[src/rtl/boot_mem.sv]
// boot_mem: CPU data RAM with a boot loader FSM, CPU reset control and retire counter.
// Define BOOT_CHECKSUM_EN to require a trailing checksum word after each boot image.
module boot_mem #(
    parameter int Wwid    = 6,
    parameter int aW      = 6,
    parameter int LOADLEN = 64,
    parameter int RETW    = 16
) (
    input  logic            clk,
    input  logic            rst,
    input  logic            ld_start,
    input  logic [Wwid-1:0] ld_data,
    input  logic            ld_valid,
    output logic            ld_ready,
    input  logic [aW-1:0]   memAddr,
    input  logic [Wwid-1:0] writeData,
    input  logic            writeEn,
    output logic [Wwid-1:0] readData,
    output logic            cpu_rst,
    input  logic            ihalt,
    input  logic            iretire,
    output logic [2:0]      state,
    output logic [RETW-1:0] retire_cnt,
    output logic            done,
    output logic            err
);

    typedef enum logic [2:0] {
        S_IDLE = 3'd0,
        S_LOAD = 3'd1,
        S_RUN  = 3'd2,
        S_HALT = 3'd3,
        S_ERR  = 3'd4
    } state_t;

    localparam logic [aW-1:0] LAST = aW'(LOADLEN - 1);

    state_t          st;
    logic [aW-1:0]   ldptr;
    logic [Wwid-1:0] mem [0:2**aW-1];
    logic            ld_hs;
    logic            load_we;
    logic            cpu_we;
    logic            start_ok;

`ifdef BOOT_CHECKSUM_EN
    logic [Wwid-1:0] sum;
    logic            cks_ph;
`endif

    assign ld_hs    = ld_valid && (st == S_LOAD);
    assign cpu_we   = writeEn && (st == S_RUN);
    assign start_ok = ld_start &&
                      (st == S_IDLE || st == S_HALT || st == S_ERR);

`ifdef BOOT_CHECKSUM_EN
    // The checksum word itself never lands in RAM.
    assign load_we = ld_hs && !cks_ph;
`else
    assign load_we = ld_hs;
`endif

    assign state    = st;
    assign ld_ready = (st == S_LOAD);
    assign cpu_rst  = (st != S_RUN);
    assign done     = (st == S_HALT);
`ifdef BOOT_CHECKSUM_EN
    assign err      = (st == S_ERR);
`else
    assign err      = 1'b0;
`endif

    assign readData = mem[memAddr];

    always_ff @(posedge clk) begin
        if (load_we) begin
            mem[ldptr] <= ld_data;
        end else if (cpu_we) begin
            mem[memAddr] <= writeData;
        end
    end

    always_ff @(posedge clk or posedge rst) begin
        if (rst) begin
            st         <= S_IDLE;
            ldptr      <= '0;
            retire_cnt <= '0;
`ifdef BOOT_CHECKSUM_EN
            sum        <= '0;
            cks_ph     <= 1'b0;
`endif
        end else if (start_ok) begin
            st         <= S_LOAD;
            ldptr      <= '0;
            retire_cnt <= '0;
`ifdef BOOT_CHECKSUM_EN
            sum        <= '0;
            cks_ph     <= 1'b0;
`endif
        end else begin
            unique case (st)
                S_LOAD: begin
                    if (ld_hs) begin
`ifdef BOOT_CHECKSUM_EN
                        if (cks_ph) begin
                            st     <= (ld_data == sum) ? S_RUN : S_ERR;
                            cks_ph <= 1'b0;
                            ldptr  <= '0;
                        end else begin
                            sum <= sum + ld_data;
                            if (ldptr == LAST) begin
                                cks_ph <= 1'b1;
                                ldptr  <= '0;
                            end else begin
                                ldptr <= ldptr + 1'b1;
                            end
                        end
`else
                        if (ldptr == LAST) begin
                            st    <= S_RUN;
                            ldptr <= '0;
                        end else begin
                            ldptr <= ldptr + 1'b1;
                        end
`endif
                    end
                end
                S_RUN: begin
                    // A retire in the halt cycle still counts.
                    if (iretire && (retire_cnt != '1)) begin
                        retire_cnt <= retire_cnt + 1'b1;
                    end
                    if (ihalt) begin
                        st <= S_HALT;
                    end
                end
                S_IDLE, S_HALT, S_ERR: begin
                    st <= st;
                end
                default: begin
                    st <= S_IDLE;
                end
            endcase
        end
    end

endmodule

[config.mk]
export PLATFORM = sky130hd
export DESIGN_NAME = boot_mem
export DESIGN_NICKNAME = d
export VERILOG_FILES = /design/src/rtl/boot_mem.sv
export SDC_FILE = /design/constraint.sdc
export NUM_CORES = 1
export LEC_CHECK = 0
export ABC_AREA = 1
export BUFFER_PORTS_ARGS = -buffer_cell sky130_fd_sc_hd__buf_2
export CAP_MARGIN = 5
export CORE_ASPECT_RATIO = 1.25
export CORE_MARGIN = 2
export CORE_UTILIZATION = 50
export CTS_CLUSTER_SIZE = 25
export DETAILED_ROUTE_END_ITERATION = 10
export PLACE_DENSITY = 0.78
export SKIP_CTS_REPAIR_TIMING = 1
export SLEW_MARGIN = 20
export SYNTH_ARGS = -nofsm -noshare
export SYNTH_HDL_FRONTEND = slang
export SYNTH_SLANG_ARGS = --single-unit
[constraint.sdc]
create_clock -name clk -period 2.5 [get_ports clk]
set_clock_uncertainty 0.05 [all_clocks]
set_input_delay 0.25 -clock clk [delete_from_list [all_inputs] [get_ports clk]]
set_output_delay 0.25 -clock clk [all_outputs]
set_load 0.01 [all_outputs]
== Word level (Yosys, flattened, before mapping) ==
Memory sizes are Yosys's and may differ from the RTL's.
Index checks and enable logic that the tools add are counted.
Widths: inputs -> output; s select.

* Flip-flop bits (word level): 25
* Bits in writable memories: 384
* Input port bits: 25
* Output and inout port bits: 29
* Word-level logic and storage cells: 53
* Memories kept: 1

* Add/subtract/negate cells: 2
* Equality and inequality tests: 11
* Muxes and demuxes: 20
* Reductions and logical operators: 16

{| class="wikitable"
|+ Memory list
! memory !! words !! width !! rd ports !! clocked after memory_dff !! write ports !! line !! source
|-
| mem || 64 || 6 || 1 || 0 || 1 || 40 || <nowiki>logic [Wwid-1:0] mem [0:2**aW-1];</nowiki>
|}

{| class="wikitable"
|+ Operators with widths
! operator !! count
|-
| $mux 16 || 3
|-
| $mux 6 || 6
|-
| $add 16x1->16 const B || 1
|-
| $ne 16x16->1 const B || 1
|-
| $mux 3 || 4
|-
| $pmux 3 s3 || 1
|-
| $reduce_bool 2->1 || 4
|-
| $add 6x1->6 const B || 1
|-
| $eq 3x2->1 const B || 2
|-
| $eq 6x6->1 const B || 1
|-
| $mux 1 || 6
|-
| $ne 3x1->1 const B || 2
|-
| $reduce_or 6->1 || 1
|-
| $logic_and 1x1->1 || 4
|-
| $reduce_and 2->1 || 2
|-
| $reduce_and 4->1 || 1
|-
| $eq 3x1->1 const B || 1
|-
| $eq 3x3->1 const B || 1
|-
| $logic_not 3->1 || 1
|-
| $ne 3x2->1 const B || 1
|-
| $ne 3x3->1 const B || 1
|-
| $reduce_or 3->1 || 1
|-
| $logic_or 1x1->1 || 2
|-
| $ne 2x2->1 const B || 1
|}

== Logic depth before layout (Yosys ltp) ==
* Depth after elaboration: 7
* Depth in mapped cells: 12

== Least setup slack after synthesis ==
Ideal clock, no wire load.

* Kind: register to register
* Start: register st[1] (netlist: state[1])
* End: memory mem[12][0] (enable)
* Setup time: 350 ps
* Arrival: 2,073 ps
* Required time: 2,100 ps
* Setup slack: 27 ps
* Cell stages (with the launch flop): 9
* Period minus slack after synthesis: 2,473 ps
* Cells stage by stage: dfrtp_1 -> inv_1 -> ha_1 -> nand2_2 -> nand3_4 -> buf_6 -> o21ai_2 -> nand4_1 -> nor2_1

* Elaborated cells between the ends (all ways): 12

{| class="wikitable"
|+ RTL lines
! what !! line !! source
|-
| start, declared || 38 || <nowiki>state_t st;</nowiki>
|-
| start signal, assigned || 138 || <nowiki>st <= st;</nowiki>
|-
| $eq 3x1->1 * || n/a ||
|-
| net ld_ready || 14 || <nowiki>output logic ld_ready,</nowiki>
|-
| $logic_and 1x1->1 * || 51 || <nowiki>assign ld_hs = ld_valid && (st == S_LOAD);</nowiki>
|-
| $mux 1 || 76 || <nowiki>if (load_we) begin</nowiki>
|-
| $mux 1 (not written as such) || 79 || <nowiki>mem[memAddr] <= writeData;</nowiki>
|-
| $reduce_or 6->1 (no line) || n/a ||
|-
| $mux 6 (no line) / $mux 1 (equally long branches) || n/a ||
|-
| end, declared || 40 ||
|}

Mark *: on every way through the listed nets, which the timed path passes. The rest lies on a longest branch.

== Worst setup path in the final report ==
* Start: register st[0] (netlist: state[0])
* End: memory mem[28][4] (enable)

* Word-level cells in the longest chain between the ends: 7
* Elaborated cells between the ends (all ways): 12

{| class="wikitable"
|+ RTL lines
! what !! line !! source
|-
| $eq 3x2->1 || 52 || <nowiki>assign cpu_we = writeEn && (st == S_RUN);</nowiki>
|-
| $logic_and 1x1->1 || 52 ||
|-
| $mux 1 || 78 || <nowiki>end else if (cpu_we) begin</nowiki>
|-
| $mux 1 || 76 ||
|-
| $mux 1 (not written as such) || 79 ||
|-
| $reduce_or 6->1 (no line) || n/a ||
|-
| $mux 6 (no line) / $mux 1 (equally long branches) || n/a ||
|}

Parallel ways exist; a longest one is shown, timed or not.

==> results.md <==
- Status: finished clean
- Fraction of final layout cells with drive strength greater than 1: 0.158
- ANT nets after route: 0
- Wire length of the first global-routing pass: 64.0 mm
- Final min period: 2470 ps
- Worst endpoint required time: 2690 ps
- Height of the die: 213 um
- Number of top-level design ports: 54
- Fraction of synthesized area in multiplexers: 0.00388
- Most area-consuming cells after synthesis: edfxtp_1 (66%), nand2_1 (12%), nand3_1 (10%)
- Power density over cell area: 830 nW/um2
- FMAX: 405 MHz
- Combinational family with the most area after synthesis: simple AND/OR/NAND/NOR gates
- Post-route fraction of the period consumed by the critical path: 0.987
- Maximum single-stage delay on the critical path: 430 ps
- Placer Congestion: 0.901
- Final HPWL DP: 25.7 mm
- Peak supply drop: 0.000683 V
- Post-Synthesis Cells: 1,593
- Remaining max-slew budget at the tightest pin: 0.356
- Layout overhead on the synthesized area: 17.0%
- DIE WIDTH: 171 um
- DRC errors left: 0
- Area of the core: 34,400 um2
- Number of violations reported at the end of detailed-routing iteration 0: 1,385
- Worst EP arrival: 2660 ps
- Mean number of vias per cell: 5.63
- Cell occurring most often along the worst timing path: buf_4
- Overall overflow remaining after global route: 0
- Library cell with the largest summed area after synthesis: edfxtp_1
- Area fraction of the dominant cell type after synthesis: 0.662
- Maximum number of pins on one net before global-route repair: 97
- Power Total: 16,900 uW
- Routed wirelength normalized by instance count: 18.9 um
- Max-capacitance violation count: 0
- Cell area after synthesis: 17,400 um2
- IO buf count: 51
- Num rows: 76
- Initial Util: 0.506
- TritonCTS clock tree: yes
- Top flip-flop cell by instance count after synthesis: edfxtp_1
- Worst-margin pin slew: 964 ps
- Worst-skew pair later-pin latency: 540 ps
- Root Buffer: clkbuf_16
- Clock transition at the registers of the reported paths: 70 ps
- Total count of hold-check failures in the final report: 0
- Number of enable flip-flop cells after synthesis: 384
- Count of inserted antenna diode cells: 0
- Largest fanout of any net on the critical path: 6
- Pre-Repair DR Iteration Count: 6
- Vias in the first global route: 12,100
- Simple-gate share of the synthesized area: 0.246
- Commonest non-fill, non-tap cell in the layout: nand2_1
- Post-Place Cells: 2,131
- Total number of yosys warnings: 0
- Bufs on Longest Clock Path: 3
- # nets final: 1,742
- Slew Viols, Final: 0
- Hold crit path type: in2reg
- Fraction of the mapped netlist area in compound gates: 0.0137
- Xor/xnor share of the synthesized area: 0.00302
- Proportion of synthesized chip area in sequential cells: 0.697
- Leakage power figure: 0.00775 uW
- Hold Path Depth: 5
- Worst Path Class, Setup: reg2reg
- Antenna violations before repair: 1
- Setup-failing EPs final: 0
- Proportion of synthesized flip-flops having asynchronous set or reset: 0.0588
- Filler-free cell count of the finished design: 2,207
- GRT Resource Usage Total: 0.232
- Clock sinks: 408
- Register bit count reported by yosys: 408
- Clock H-tree levels: 2
- Clock buffers created by TritonCTS: 38
- Total vias in the final route: 12,400
- Max stage delay cell, worst path: dfrtp_1
- Final routed wirelength across all metal layers: 41.7 mm
- Leading cell types in the layout, fill and taps excluded: nand2_1 (534), edfxtp_1 (384), nand3_1 (355), buf_4 (98), nor2_1 (73)
- Kind of start point of the critical path: flop
- Series of cell instances along the critical path: ha_2 > nand2_4 > nand3_4 > o21ai_4 > buf_4 > nand4_1 > buf_4 > nor2_1 > buf_4
- R2R depth: 9
- Number of unique standard cell types used by synthesis: 34
- Nature of the critical path endpoint: flop
- Area of the die: 36,300 um2
- Synth Area in Adders: 0.00431
- Synth Area per Inst: 10.9 um2
[cell usage after synthesis, drive strengths merged, types with 2 or more instances]
cell    instances
o22ai           2
nand4          14
xor2            5
o21ai          18
edfxtp        384
nor2           84
o31ai           3
nand2         543
nand3         357
buf            52
mux2            6
a21oi           8
nor3            4
dfrtp          24
clkbuf         36
inv            41
ha              6
[flip-flops by register name, summed over array words and instances (netlist names)]
name / flops
mem: 384
ldptr: 6
state: 2
retire_cnt: 16
[power breakdown]
group	switching, uW	leakage, uW	internal (uW)
registers	96.6	0.00378	7910
logic	1860	0.00329	783
clock network	2390	0.000678	3870
total	4350	0.00775	12600
[routing by layer]
metal	global-route usage	wire [um]
met1	0.291	15500
met2	0.401	20800
met3	0.0376	3690
met4	0.0996	1750
met5	0	14
[cell type report]
type / count / area [um2]
clock buffer: 47 / 1070
inverter: 41 / 156
fill: 2658 / 14000
clock inverter: 21 / 312
sequential: 408 / 12100
multi-input combinational: 1058 / 4840
tap: 468 / 586
timing repair buffer: 164 / 1280
[worst max-delay path: cells and delay by family, from the launching register on]
| family | cells | cell delay (ps) |
|---|---|---|
| compound gates | 1 | 240 |
| fa+ha+maj | 1 | 240 |
| flops | 1 | 430 |
| buf+inv | 3 | 540 |
| simple gates | 4 | 650 |
[through the flow]
step / setup TNS (ps) / setup slack, ps / hold WS [ps] / util / cell area, um2
after global placement: 0 / 43.3 / 442 / 0.547 / 18800
after global routing: -1260 / -42.9 / 154 / 0.592 / 20400
final: 0 / 32.3 / 129 / 0.592 / 20400
after floorplan: 0 / 26.6 / 215 / - / 17400
after detailed placement: -1740 / -122 / 461 / 0.547 / 18800
after CTS: -2210 / -139 / -93.9 / 0.587 / 20200
[worst paths after layout]
path,startpoint,endpoint,slack [ps]
setup / recovery,state[0],mem[28][4],30
max in group asynchronous,rst,retire_cnt[10],1380
hold reg to reg,retire_cnt[13],retire_cnt[13],530
setup reg to reg,state[0],mem[28][4],30
min in group asynchronous,rst,state[1],430
hold / removal,iretire,retire_cnt[12],130
[kinds of logic after synthesis]
kind of cell    count (synthesis)
simple gates                 1003
flops                         408
buf+inv                       129
compound gates                 34
fa+ha+maj                       6
xor+xnor                        6
mux                             6
other cells                     1
Note: power is estimated with default switching activity, not from simulation.
